`src/rtl/gate_op_arbiter_pkg.sv`:
```
// Shared constants and types for the gate-op arbiter: opcodes, gate output
// bit positions and the sequencer state encoding.
package gate_op_pkg;

    localparam logic [2:0] OP_AND     = 3'd0;
    localparam logic [2:0] OP_OR      = 3'd1;
    localparam logic [2:0] OP_NAND    = 3'd2;
    localparam logic [2:0] OP_NOR     = 3'd3;
    localparam logic [2:0] OP_XOR     = 3'd4;
    localparam logic [2:0] OP_XNOR    = 3'd5;
    localparam logic [2:0] OP_NOT     = 3'd6;
    localparam logic [2:0] OP_ILLEGAL = 3'd7;

    // Positions inside the packed {g,f,e,d,c,b,a} gate output word
    localparam int GU_A_BIT = 0;
    localparam int GU_B_BIT = 1;
    localparam int GU_C_BIT = 2;
    localparam int GU_D_BIT = 3;
    localparam int GU_E_BIT = 4;
    localparam int GU_F_BIT = 5;
    localparam int GU_G_BIT = 6;

    typedef enum logic [1:0] {
        IDLE = 2'd0,
        EVAL = 2'd1,
        RESP = 2'd2
    } state_t;

endpackage

```
`src/rtl/gate_op_arbiter_if.sv`:
```
// Requester/consumer side bus of the gate-op arbiter. The arbiter takes the
// slave view; the requester fabric (or bench) takes the master view.
interface gate_op_arbiter_if #(
    parameter int NUM_REQ = 4
);
    localparam int ID_W = $clog2(NUM_REQ);

    logic [NUM_REQ-1:0]   req_valid;
    logic [NUM_REQ-1:0]   req_ready;
    logic [NUM_REQ-1:0]   req_x;
    logic [NUM_REQ-1:0]   req_y;
    logic [3*NUM_REQ-1:0] req_op;
    logic                 rsp_valid;
    logic                 rsp_ready;
    logic [ID_W-1:0]      rsp_id;
    logic                 rsp_data;
    logic                 rsp_err;

    modport master (
        output req_valid, req_x, req_y, req_op, rsp_ready,
        input  req_ready, rsp_valid, rsp_id, rsp_data, rsp_err
    );

    modport slave (
        input  req_valid, req_x, req_y, req_op, rsp_ready,
        output req_ready, rsp_valid, rsp_id, rsp_data, rsp_err
    );

endinterface

```
`src/rtl/gate_op_arbiter_rr_picker.sv`:
```
// Combinational round-robin search: first valid requester at or above rr_ptr,
// wrapping modulo NUM_REQ. Produces one-hot grant, its index and any_valid.
module rr_picker #(
    parameter int NUM_REQ = 4,
    parameter int ID_W    = $clog2(NUM_REQ)
) (
    input  logic [NUM_REQ-1:0] req_valid,
    input  logic [ID_W-1:0]    rr_ptr,
    output logic [NUM_REQ-1:0] grant,
    output logic [ID_W-1:0]    grant_idx,
    output logic               any_valid
);

    logic [ID_W-1:0] idx;

    // Scan from the farthest offset down so the nearest hit wins.
    always_comb begin
        grant_idx = '0;
        any_valid = 1'b0;
        idx       = '0;
        for (int k = NUM_REQ - 1; k >= 0; k--) begin
            idx = ID_W'((int'(rr_ptr) + k) % NUM_REQ);
            if (req_valid[idx]) begin
                grant_idx = idx;
                any_valid = 1'b1;
            end
        end
    end

    genvar gi;
    generate
        for (gi = 0; gi < NUM_REQ; gi++) begin : g_onehot
            assign grant[gi] = any_valid && (grant_idx == ID_W'(gi));
        end
    endgenerate

endmodule

```
`src/rtl/gate_op_arbiter.sv`:
```
// Round-robin arbiter that time-shares one logic_gates unit between NUM_REQ
// requesters and returns the selected gate result tagged with the owner ID.
module gate_op_arbiter
    import gate_op_pkg::*;
#(
    parameter int NUM_REQ = 4
) (
    input  logic              clk,
    input  logic              rst_n,
    gate_op_arbiter_if.slave  bus,
    output logic              gu_x,
    output logic              gu_y,
    input  logic [6:0]        gu_out,
    output logic              busy
);

    localparam int ID_W = $clog2(NUM_REQ);

    state_t              state_reg, state_next;
    logic [ID_W-1:0]     rr_ptr_reg;
    logic                x_reg, y_reg;
    logic [2:0]          op_reg;
    logic [ID_W-1:0]     id_reg;
    logic                rsp_valid_reg, rsp_data_reg, rsp_err_reg;
    logic [ID_W-1:0]     rsp_id_reg;

    logic [NUM_REQ-1:0]  grant;
    logic [ID_W-1:0]     grant_idx;
    logic                any_valid;
    logic                accept;
    logic [2:0]          op_arr [NUM_REQ];
    logic [7:0]          gates_ext;

    rr_picker #(
        .NUM_REQ (NUM_REQ),
        .ID_W    (ID_W)
    ) u_picker (
        .req_valid (bus.req_valid),
        .rr_ptr    (rr_ptr_reg),
        .grant     (grant),
        .grant_idx (grant_idx),
        .any_valid (any_valid)
    );

    genvar gi;
    generate
        for (gi = 0; gi < NUM_REQ; gi++) begin : g_op_unpack
            assign op_arr[gi] = bus.req_op[3*gi +: 3];
        end
    endgenerate

    assign accept = (state_reg == IDLE) && any_valid;
    // Bit 7 pads the word so the illegal opcode selects a constant 0.
    assign gates_ext = {1'b0, gu_out};

    always_ff @(posedge clk or negedge rst_n) begin
        if (!rst_n) begin
            state_reg <= IDLE;
        end else begin
            state_reg <= state_next;
        end
    end

    always_comb begin
        state_next = state_reg;
        case (state_reg)
            IDLE:    if (any_valid) state_next = EVAL;
            EVAL:    state_next = RESP;
            RESP:    if (bus.rsp_ready) state_next = IDLE;
            default: state_next = IDLE;
        endcase
    end

    always_comb begin
        bus.req_ready = accept ? grant : '0;
        busy          = (state_reg != IDLE);
    end

    always_ff @(posedge clk or negedge rst_n) begin
        if (!rst_n) begin
            rr_ptr_reg    <= '0;
            x_reg         <= 1'b0;
            y_reg         <= 1'b0;
            op_reg        <= 3'd0;
            id_reg        <= '0;
            rsp_valid_reg <= 1'b0;
            rsp_id_reg    <= '0;
            rsp_data_reg  <= 1'b0;
            rsp_err_reg   <= 1'b0;
        end else begin
            if (accept) begin
                x_reg      <= bus.req_x[grant_idx];
                y_reg      <= bus.req_y[grant_idx];
                op_reg     <= op_arr[grant_idx];
                id_reg     <= grant_idx;
                rr_ptr_reg <= (grant_idx == ID_W'(NUM_REQ - 1)) ? '0 : grant_idx + ID_W'(1);
            end
            if (state_reg == EVAL) begin
                rsp_valid_reg <= 1'b1;
                rsp_id_reg    <= id_reg;
                rsp_data_reg  <= gates_ext[op_reg];
                rsp_err_reg   <= (op_reg == OP_ILLEGAL);
            end
            if (state_reg == RESP && bus.rsp_ready) begin
                rsp_valid_reg <= 1'b0;
            end
        end
    end

    assign gu_x          = x_reg;
    assign gu_y          = y_reg;
    assign bus.rsp_valid = rsp_valid_reg;
    assign bus.rsp_id    = rsp_id_reg;
    assign bus.rsp_data  = rsp_data_reg;
    assign bus.rsp_err   = rsp_err_reg;

endmodule

```
`src/flat_wrapper.sv`:
```
// flat-port wrapper written by rule: the top's interface ports become plain ports
module gate_op_arbiter_flat import gate_op_pkg::*;
#(
    parameter int NUM_REQ = 4
)
  (clk, rst_n, gu_x, gu_y, gu_out, busy, bus_req_valid, bus_req_x, bus_req_y, bus_req_op, bus_rsp_ready, bus_req_ready, bus_rsp_valid, bus_rsp_id, bus_rsp_data, bus_rsp_err);
  gate_op_arbiter_if #(.NUM_REQ(NUM_REQ)) bus_i ();
  input  logic clk;
  input  logic rst_n;
  output logic gu_x;
  output logic gu_y;
  input  logic [6:0] gu_out;
  output logic busy;
  input wire logic [$bits(bus_i.req_valid)-1:0] bus_req_valid;
  input wire logic [$bits(bus_i.req_x)-1:0] bus_req_x;
  input wire logic [$bits(bus_i.req_y)-1:0] bus_req_y;
  input wire logic [$bits(bus_i.req_op)-1:0] bus_req_op;
  input wire logic [$bits(bus_i.rsp_ready)-1:0] bus_rsp_ready;
  output wire logic [$bits(bus_i.req_ready)-1:0] bus_req_ready;
  output wire logic [$bits(bus_i.rsp_valid)-1:0] bus_rsp_valid;
  output wire logic [$bits(bus_i.rsp_id)-1:0] bus_rsp_id;
  output wire logic [$bits(bus_i.rsp_data)-1:0] bus_rsp_data;
  output wire logic [$bits(bus_i.rsp_err)-1:0] bus_rsp_err;
  assign bus_i.req_valid = bus_req_valid;
  assign bus_i.req_x = bus_req_x;
  assign bus_i.req_y = bus_req_y;
  assign bus_i.req_op = bus_req_op;
  assign bus_i.rsp_ready = bus_rsp_ready;
  assign bus_req_ready = bus_i.req_ready;
  assign bus_rsp_valid = bus_i.rsp_valid;
  assign bus_rsp_id = bus_i.rsp_id;
  assign bus_rsp_data = bus_i.rsp_data;
  assign bus_rsp_err = bus_i.rsp_err;
  gate_op_arbiter #(.NUM_REQ(NUM_REQ)) u_core (.clk(clk), .rst_n(rst_n), .bus(bus_i), .gu_x(gu_x), .gu_y(gu_y), .gu_out(gu_out), .busy(busy));
endmodule
```
`config.mk`:
```
export PLATFORM = sky130hd
export DESIGN_NAME = gate_op_arbiter_flat
export DESIGN_NICKNAME = d
export VERILOG_FILES = /design/src/rtl/gate_op_arbiter_pkg.sv /design/src/rtl/gate_op_arbiter_if.sv /design/src/rtl/gate_op_arbiter_rr_picker.sv /design/src/rtl/gate_op_arbiter.sv /design/src/flat_wrapper.sv
export SDC_FILE = /design/constraint.sdc
export NUM_CORES = 1
export LEC_CHECK = 0
export ABC_AREA = 1
export CORE_MARGIN = 5
export CORE_UTILIZATION = 39
export DETAILED_ROUTE_END_ITERATION = 10
export GPL_ROUTABILITY_DRIVEN = 0
export PLACE_DENSITY = 0.72
export SYNTH_ARGS = -nofsm -noshare
export SYNTH_HDL_FRONTEND = slang
export SYNTH_HIERARCHICAL = 1
export SYNTH_SLANG_ARGS = --single-unit
```
`constraint.sdc`:
```
create_clock -name clk -period 1.7 [get_ports clk]
set_clock_uncertainty 0.1 [all_clocks]
set_input_delay 0.34 -clock clk [delete_from_list [all_inputs] [get_ports clk]]
set_output_delay 0.34 -clock clk [all_outputs]
set_load 0.05 [all_outputs]
```
==> reports/qor.txt, run 1 <==
mapped cell area = 1140 um^2
setup ws final = -726 ps
area leader, netlist = dfrtp_1
PortBufs = 45
Worst setup SP type = flip-flop
Netlist cell types = 20
Layout area overhead = 79.7%
CP Buf/Inv Count = 3
clk root buf = clkbuf_4
wire per inst = 12.6 um
Metal-1 WL = 1370 um
core footprint = 2780 um^2
# setup viols final = 14
met2 wire len = 1800 um
die area = 4100 um^2
post-DP HPWL = 2550 um
CP top delay family = simple AND/OR/NAND/NOR gates
complex-gate fraction of the synthesized area = 12.0%
Syn Nets = 220
CTS buffer count = 3
Fin. Hold Viols = 0
r2r worst-path depth = 14
CP Depth = 11
GRT Total Usage = 16.5%
Cell Chain, Critical Path = buf_6, o21ai_4, nand2_2, nand3_2, nand2_2, nand2_4, nand3_2, nor2_1, inv_1, nor2_4, buf_12
asr flop ratio synth = 100%
worst slew pin tran = 231 ps
top cells by area, synth = dfrtp_1 35%, nand2_1 21%, nor2_1 9.2%
Synth top area share = 35.2%
Die Width = 64.0 um
critical path arrival = 1990 ps
post-route cell area = 2050 um^2
height of the die = 64.0 um
maxcap violations = 0
outcome = complete, but fails checks
Hold Path Class = primary input to asynchronous set/reset pin
vias in the first global route = 1362
yosys warns = 6
RSZ-0062 raised after global routing = true
DRC Markers = 1
max-slew violation count = 0
initial core utilization = 40.9%
largest family of logic cells by synthesized area = simple AND/OR/NAND/NOR gates
WL final = 3520 um
Mean Syn Cell Area = 6.15 um^2
critical path class = flip-flop to primary output
cell with the most instances after synthesis = nand2_1
fmax = 412 MHz
top_reg_cell synth = dfrtp_1
Rows = 19
io pins = 46
Antenna Violating Nets Remaining = 0
DR vias = 1403
Seq/Total Area, Yosys = 35.2%
Mapped Cells = 185
CTS tree = done
Slew headroom = 84.6%
max incr delay on CP = 490 ps
violations in the final reports = design-rule violations, negative setup slack
CTS Sinks = 16
Layout Nets = 284
worst skew pair latency = 290 ps
post-synthesis adder-cell area fraction = 1.10%
share of layout cells above drive strength 1 = 32.3%
Seq cells post-synth = 16
met3 WL = 317 um
crit path time final = 2430 ps
initial antenna violation count = 0
Clock Path Buffers = 2
H-tree depth = 1
CP Max Fanout = 6
pin count of the biggest net entering global routing = 17
CTS clock-pin slew for the worst setup and hold paths = 100 ps
number of flip-flops in the largest register = 3
initial DRC count = 81
GR Overflow Total = 0
top layer in use = met4
final period utilization = 143%
crit path max-delay cell type = dfrtp_2
Worst EP required = 1260 ps
top cells by count, synth = 65 x nand2_1, 28 x nor2_1, 19 x inv_1
vias per cell = 5.03
dpl cell area = 1870 um^2
post-synthesis xor/xnor area fraction = 0%
Synth Area in Simple Gates = 39.3%
Pre-antenna DRT Iters = 7
CP endpoint kind = primary output
ANT cells = 0
post-synthesis mux area share = 0%
Post-synth EDFFs = 0
first-pass GRT wire length = 5670 um
==> cell usage in the layout, fill, tap and decap left out, types with 2 or more instances in the layout <==
cell,Yosys,routed
inv_1,19,17
nor2_1,28,21
o21ai_2,0,5
nand3_2,1,6
o21ai_1,15,11
nand3_1,14,8
inv_2,7,7
inv_4,0,2
nor2_2,0,3
clkbuf_4,0,3
buf_12,0,10
nand2_1,65,56
clkdlybuf4s50_1,0,33
nand2_4,0,2
buf_6,2,6
nor2_4,0,4
o21ai_0,5,3
dfrtp_1,16,15
nand2_2,2,9
buf_4,1,14
==> logic make-up (layout without fill, tap and decap cells) <==
| family | after synthesis | count (layout) |
|---|---|---|
| AO/OA/AOI/OAI | 25 | 25 |
| adder cells (fa/ha/maj) | 1 | 1 |
| buffers and inverters | 32 | 95 |
| flip-flops | 16 | 16 |
| AND/OR/NAND/NOR | 111 | 111 |
==> metal layers <==
metal / global-route usage [%] / up-vias
li1: - / 700
met2: 27.1 / 65
met4: 5.97 / 0
met3: 5.95 / 6
met1: 19.6 / 632
met5: 0 / -
==> metrics by stage <==
stage          setup slack, ps  hold slack (ps)  util (%)  TNS, ps  instances
3_5_place_dp              -629              375      67.1    -7620        272
4_1_cts                   -635              267      70.1    -5020        279
6_report                  -726              263      73.5    -5610        279
5_1_grt                   -827              273      73.5    -7170        279
3_3_place_gp              -578              368      67.1    -6870        272
2_1_floorplan             -217            -55.6         -    -1170        185
==> what timing repair did <==
action                     4_1_cts  5_1_grt
hold buffers                     0        0
setup endpoints to repair       14       14
resized for setup                7       31
buffers inserted                 3        0
pin swaps                        7       12
gates cloned                     0        1
==> worst reg2reg max path, cell delays in order, from the launching register on <==
cell	delay (ps)
dfrtp_2	490
buf_6	160
o21ai_4	160
nand2_2	80
nand3_2	100
nand2_2	80
nand2_4	100
nand2_4	70
buf_6	130
buf_6	130
inv_8	70
nand2_2	50
nand2_1	60
nand2_1	60
a31oi_2	180
==> final cells by class <==
cell class              count  area (um^2)
multi-input cells         137          748
inverters                  27          111
fillers                   222          736
repair inverters            1         6.26
well taps                  31         38.8
flip-flops and latches     16          402
repair buffers             63          703
clock buffers               4         36.3
==> final timing paths <==
check | start | endpoint | slack [ps]
max | u_core/rr_ptr_reg[0]$_DFFE_PN0P_ | bus_req_ready[0] | -730
min | rst_n | u_core/op_reg[2]$_DFFE_PN0P_ | 260
max reg2reg | u_core/rr_ptr_reg[0]$_DFFE_PN0P_ | u_core/op_reg[0]$_DFFE_PN0P_ | -380
min reg2reg | u_core/gu_y$_DFFE_PN0P_ | u_core/gu_y$_DFFE_PN0P_ | 410
max in group asynchronous | rst_n | u_core/rr_ptr_reg[0]$_DFFE_PN0P_ | 1040
min in group clk | u_core/gu_y$_DFFE_PN0P_ | u_core/gu_y$_DFFE_PN0P_ | 410
Power of run 1 is not shown: default switching activity piles up to over one toggle a cycle in this logic, so the estimate is an artifact.
==> inputs of run 2 (changes only) <==
--- a/config.mk
+++ b/config.mk
@@ -11,6 +11,7 @@
 export DETAILED_ROUTE_END_ITERATION = 10
 export GPL_ROUTABILITY_DRIVEN = 0
 export PLACE_DENSITY = 0.72
+export SLEW_MARGIN = 20
 export SYNTH_ARGS = -nofsm -noshare
 export SYNTH_HDL_FRONTEND = slang
 export SYNTH_HIERARCHICAL = 1
==> results of run 2 <==
The final DEF is identical to that of run 1; final timing and power are the same.
Power of run 2 is left out for the same reason.
==> inputs of run 3 (changes only) <==
--- a/config.mk
+++ b/config.mk
@@ -6,11 +6,12 @@
 export NUM_CORES = 1
 export LEC_CHECK = 0
 export ABC_AREA = 1
+export CORE_ASPECT_RATIO = 1.75
 export CORE_MARGIN = 5
-export CORE_UTILIZATION = 39
+export CORE_UTILIZATION = 35
 export DETAILED_ROUTE_END_ITERATION = 10
 export GPL_ROUTABILITY_DRIVEN = 0
-export PLACE_DENSITY = 0.72
+export PLACE_DENSITY = 0.63
 export SLEW_MARGIN = 20
 export SYNTH_ARGS = -nofsm -noshare
 export SYNTH_HDL_FRONTEND = slang
==> constraint.sdc (replaced) <==
create_clock -name clk -period 2.4 [get_ports clk]
set_clock_uncertainty 0.1 [all_clocks]
set_input_delay 0.48 -clock clk [delete_from_list [all_inputs] [get_ports clk]]
set_output_delay 0.48 -clock clk [all_outputs]
set_load 0.05 [all_outputs]
==> run 3 against run 2 <==
Effect of this change:
- the run ends with negative setup slack left
- core utilization fell by 9.3 points
- sequential cell count did not move
- cell area fell by 1.3%
- largest cell class unchanged
==> reports/qor.txt, run 3 (same netlist as run 1, synthesis figures left out) <==
Non-Filler Instances = 291
r2r worst-path depth = 15
Layout area overhead = 77.4%
Hold Path Cell Cnt = 2
RSZ-0062 raised after global routing = true
DR vias = 1387
post-DP HPWL = 2680 um
FF-to-FF End = u_core/op_reg[2]$_DFFE_PN0P_
commonest non-fill, non-tap cell in the layout = nand2_1
worst skew pair latency = 250 ps
CTS buffer count = 3
CTS tree = done
critical path class = flip-flop to primary output
# setup viols final = 2
GRT Total Usage = 16.7%
max incr delay on CP = 440 ps
Worst EP required = 1820 ps
# hold bufs at CTS = 0
dpl cell area = 1760 um^2
worst slew pin tran = 691 ps
Clock Path Buffers = 2
Crit Reg-Reg Startpoint = u_core/rr_ptr_reg[0]$_DFFE_PN0P_
CP Buf/Inv Count = 3
hold endpoint = u_core/bus.rsp_data$_DFFE_PN0N_
Hold Path Class = flip-flop to flip-flop
most used cell, CP = nor2_2
GR Overflow Total = 0
Antenna Violating Nets Remaining = 0
Die Width = 53.1 um
hold wc startpoint = u_core/bus.rsp_data$_DFFE_PN0N_
Pre-antenna DRT Iters = 4
number of flip-flops in the largest register = 3
Cells after DPL = 281
initial antenna violation count = 0
max-slew violation count = 0
setup ws final = -40.9 ps
WL final = 3640 um
CP top delay family = simple AND/OR/NAND/NOR gates
initial DRC count = 31
vias in the first global route = 1336
CTS clock-pin slew for the worst setup and hold paths = 60 ps
FF-to-FF setup slack = 270 ps
die area = 4540 um^2
CP Depth = 11
CP endpoint kind = primary output
crit path time final = 2440 ps
commonest non-fill, non-tap cells in the layout = 48 x nand2_1, 37 x clkdlybuf4s50_1, 22 x nor2_1
H-tree depth = 1
pwr dens = 1730 nW/um^2
io pins = 46
PortBufs = 45
height of the die = 85.5 um
CTS Sinks = 16
Setup TNS = -47.4 ps
Worst setup SP type = flip-flop
Cell Chain, Critical Path = buf_6, nand2_2, nand2_2, nor2_2, nor2_2, nand3_2, nand3_1, nor2_1, inv_1, nor2_2, buf_12
share of layout cells above drive strength 1 = 32.3%
crit path max-delay cell type = dfrtp_2
maxcap violations = 0
ANT cells = 0
vias per cell = 4.77
post-route cell area = 2020 um^2
final core utilization = 64.3%
core footprint = 3140 um^2
DP Worst Slack = -272 ps
final hold slack = 379 ps
Max VDD drop = 887 uV
CP Max Fanout = 4
Fin. Hold Viols = 0
Layout Nets = 285
fmax = 410 MHz
pin count of the biggest net entering global routing = 17
Static Leakage = 0.972 nW
Rows = 27
clk root buf = clkbuf_8
first-pass GRT wire length = 5700 um
initial core utilization = 36.2%
final period utilization = 102%
outcome = complete, but fails checks
wire per inst = 12.5 um
Slew headroom = 53.8%
critical path arrival = 1860 ps
DRC Markers = 0
violations in the final reports = negative setup slack
total power = 3.49 mW
## run 3: report_power, final
| group | total (mW) | switching [mW] | internal (mW) |
|---|---|---|---|
| clock network | 0.197 | 0.0856 | 0.111 |
| logic | 2.77 | 1.61 | 1.16 |
| registers | 0.523 | 0.110 | 0.412 |
## run 3: how the worst max path moves through the flow
| stage | start | slack, ps | endpoint |
|---|---|---|---|
| after floorplan | u_core/rr_ptr_reg[0]$_DFFE_PN0P_ | 140 | bus_req_ready[1] |
| after global placement | bus_req_valid[0] | -230 | bus_req_ready[0] |
| after detailed placement | bus_req_valid[1] | -270 | bus_req_ready[3] |
| after CTS | u_core/rr_ptr_reg[0]$_DFFE_PN0P_ | 2 | bus_req_ready[0] |
| after global routing | u_core/rr_ptr_reg[0]$_DFFE_PN0P_ | -150 | bus_req_ready[2] |
| final | u_core/rr_ptr_reg[0]$_DFFE_PN0P_ | -40 | bus_req_ready[0] |
## run 3: final cells by class
type / count / area, um^2
fill: 290 / 1120
clock buffer: 3 / 41.3
inverter: 27 / 104
multi-input combinational: 137 / 758
timing repair buffer: 65 / 659
tap: 43 / 53.8
sequential: 16 / 403
## run 3: worst min-delay path, delay by kind of cell (launching register included)
family           cells  cell delay (ps)
flip-flops           1              340
AND/OR/NAND/NOR      2              100
## run 3: routing by layer
layer	vias up	global-route usage [%]	part of all wire, %
met3	13	1.76	3.4
met2	35	32.9	61
li1	698	-	-
met5	-	0	0
met1	641	15.4	32
met4	0	8.84	3.8
## run 3: repair_timing
action,4_1_cts,5_1_grt
resized for setup,23,32
buffers inserted,4,3
hold endpoints to repair,0,0
endpoints found under the setup margin,4,4
pin swaps,11,16
Power figures use the tool's default switching activity.
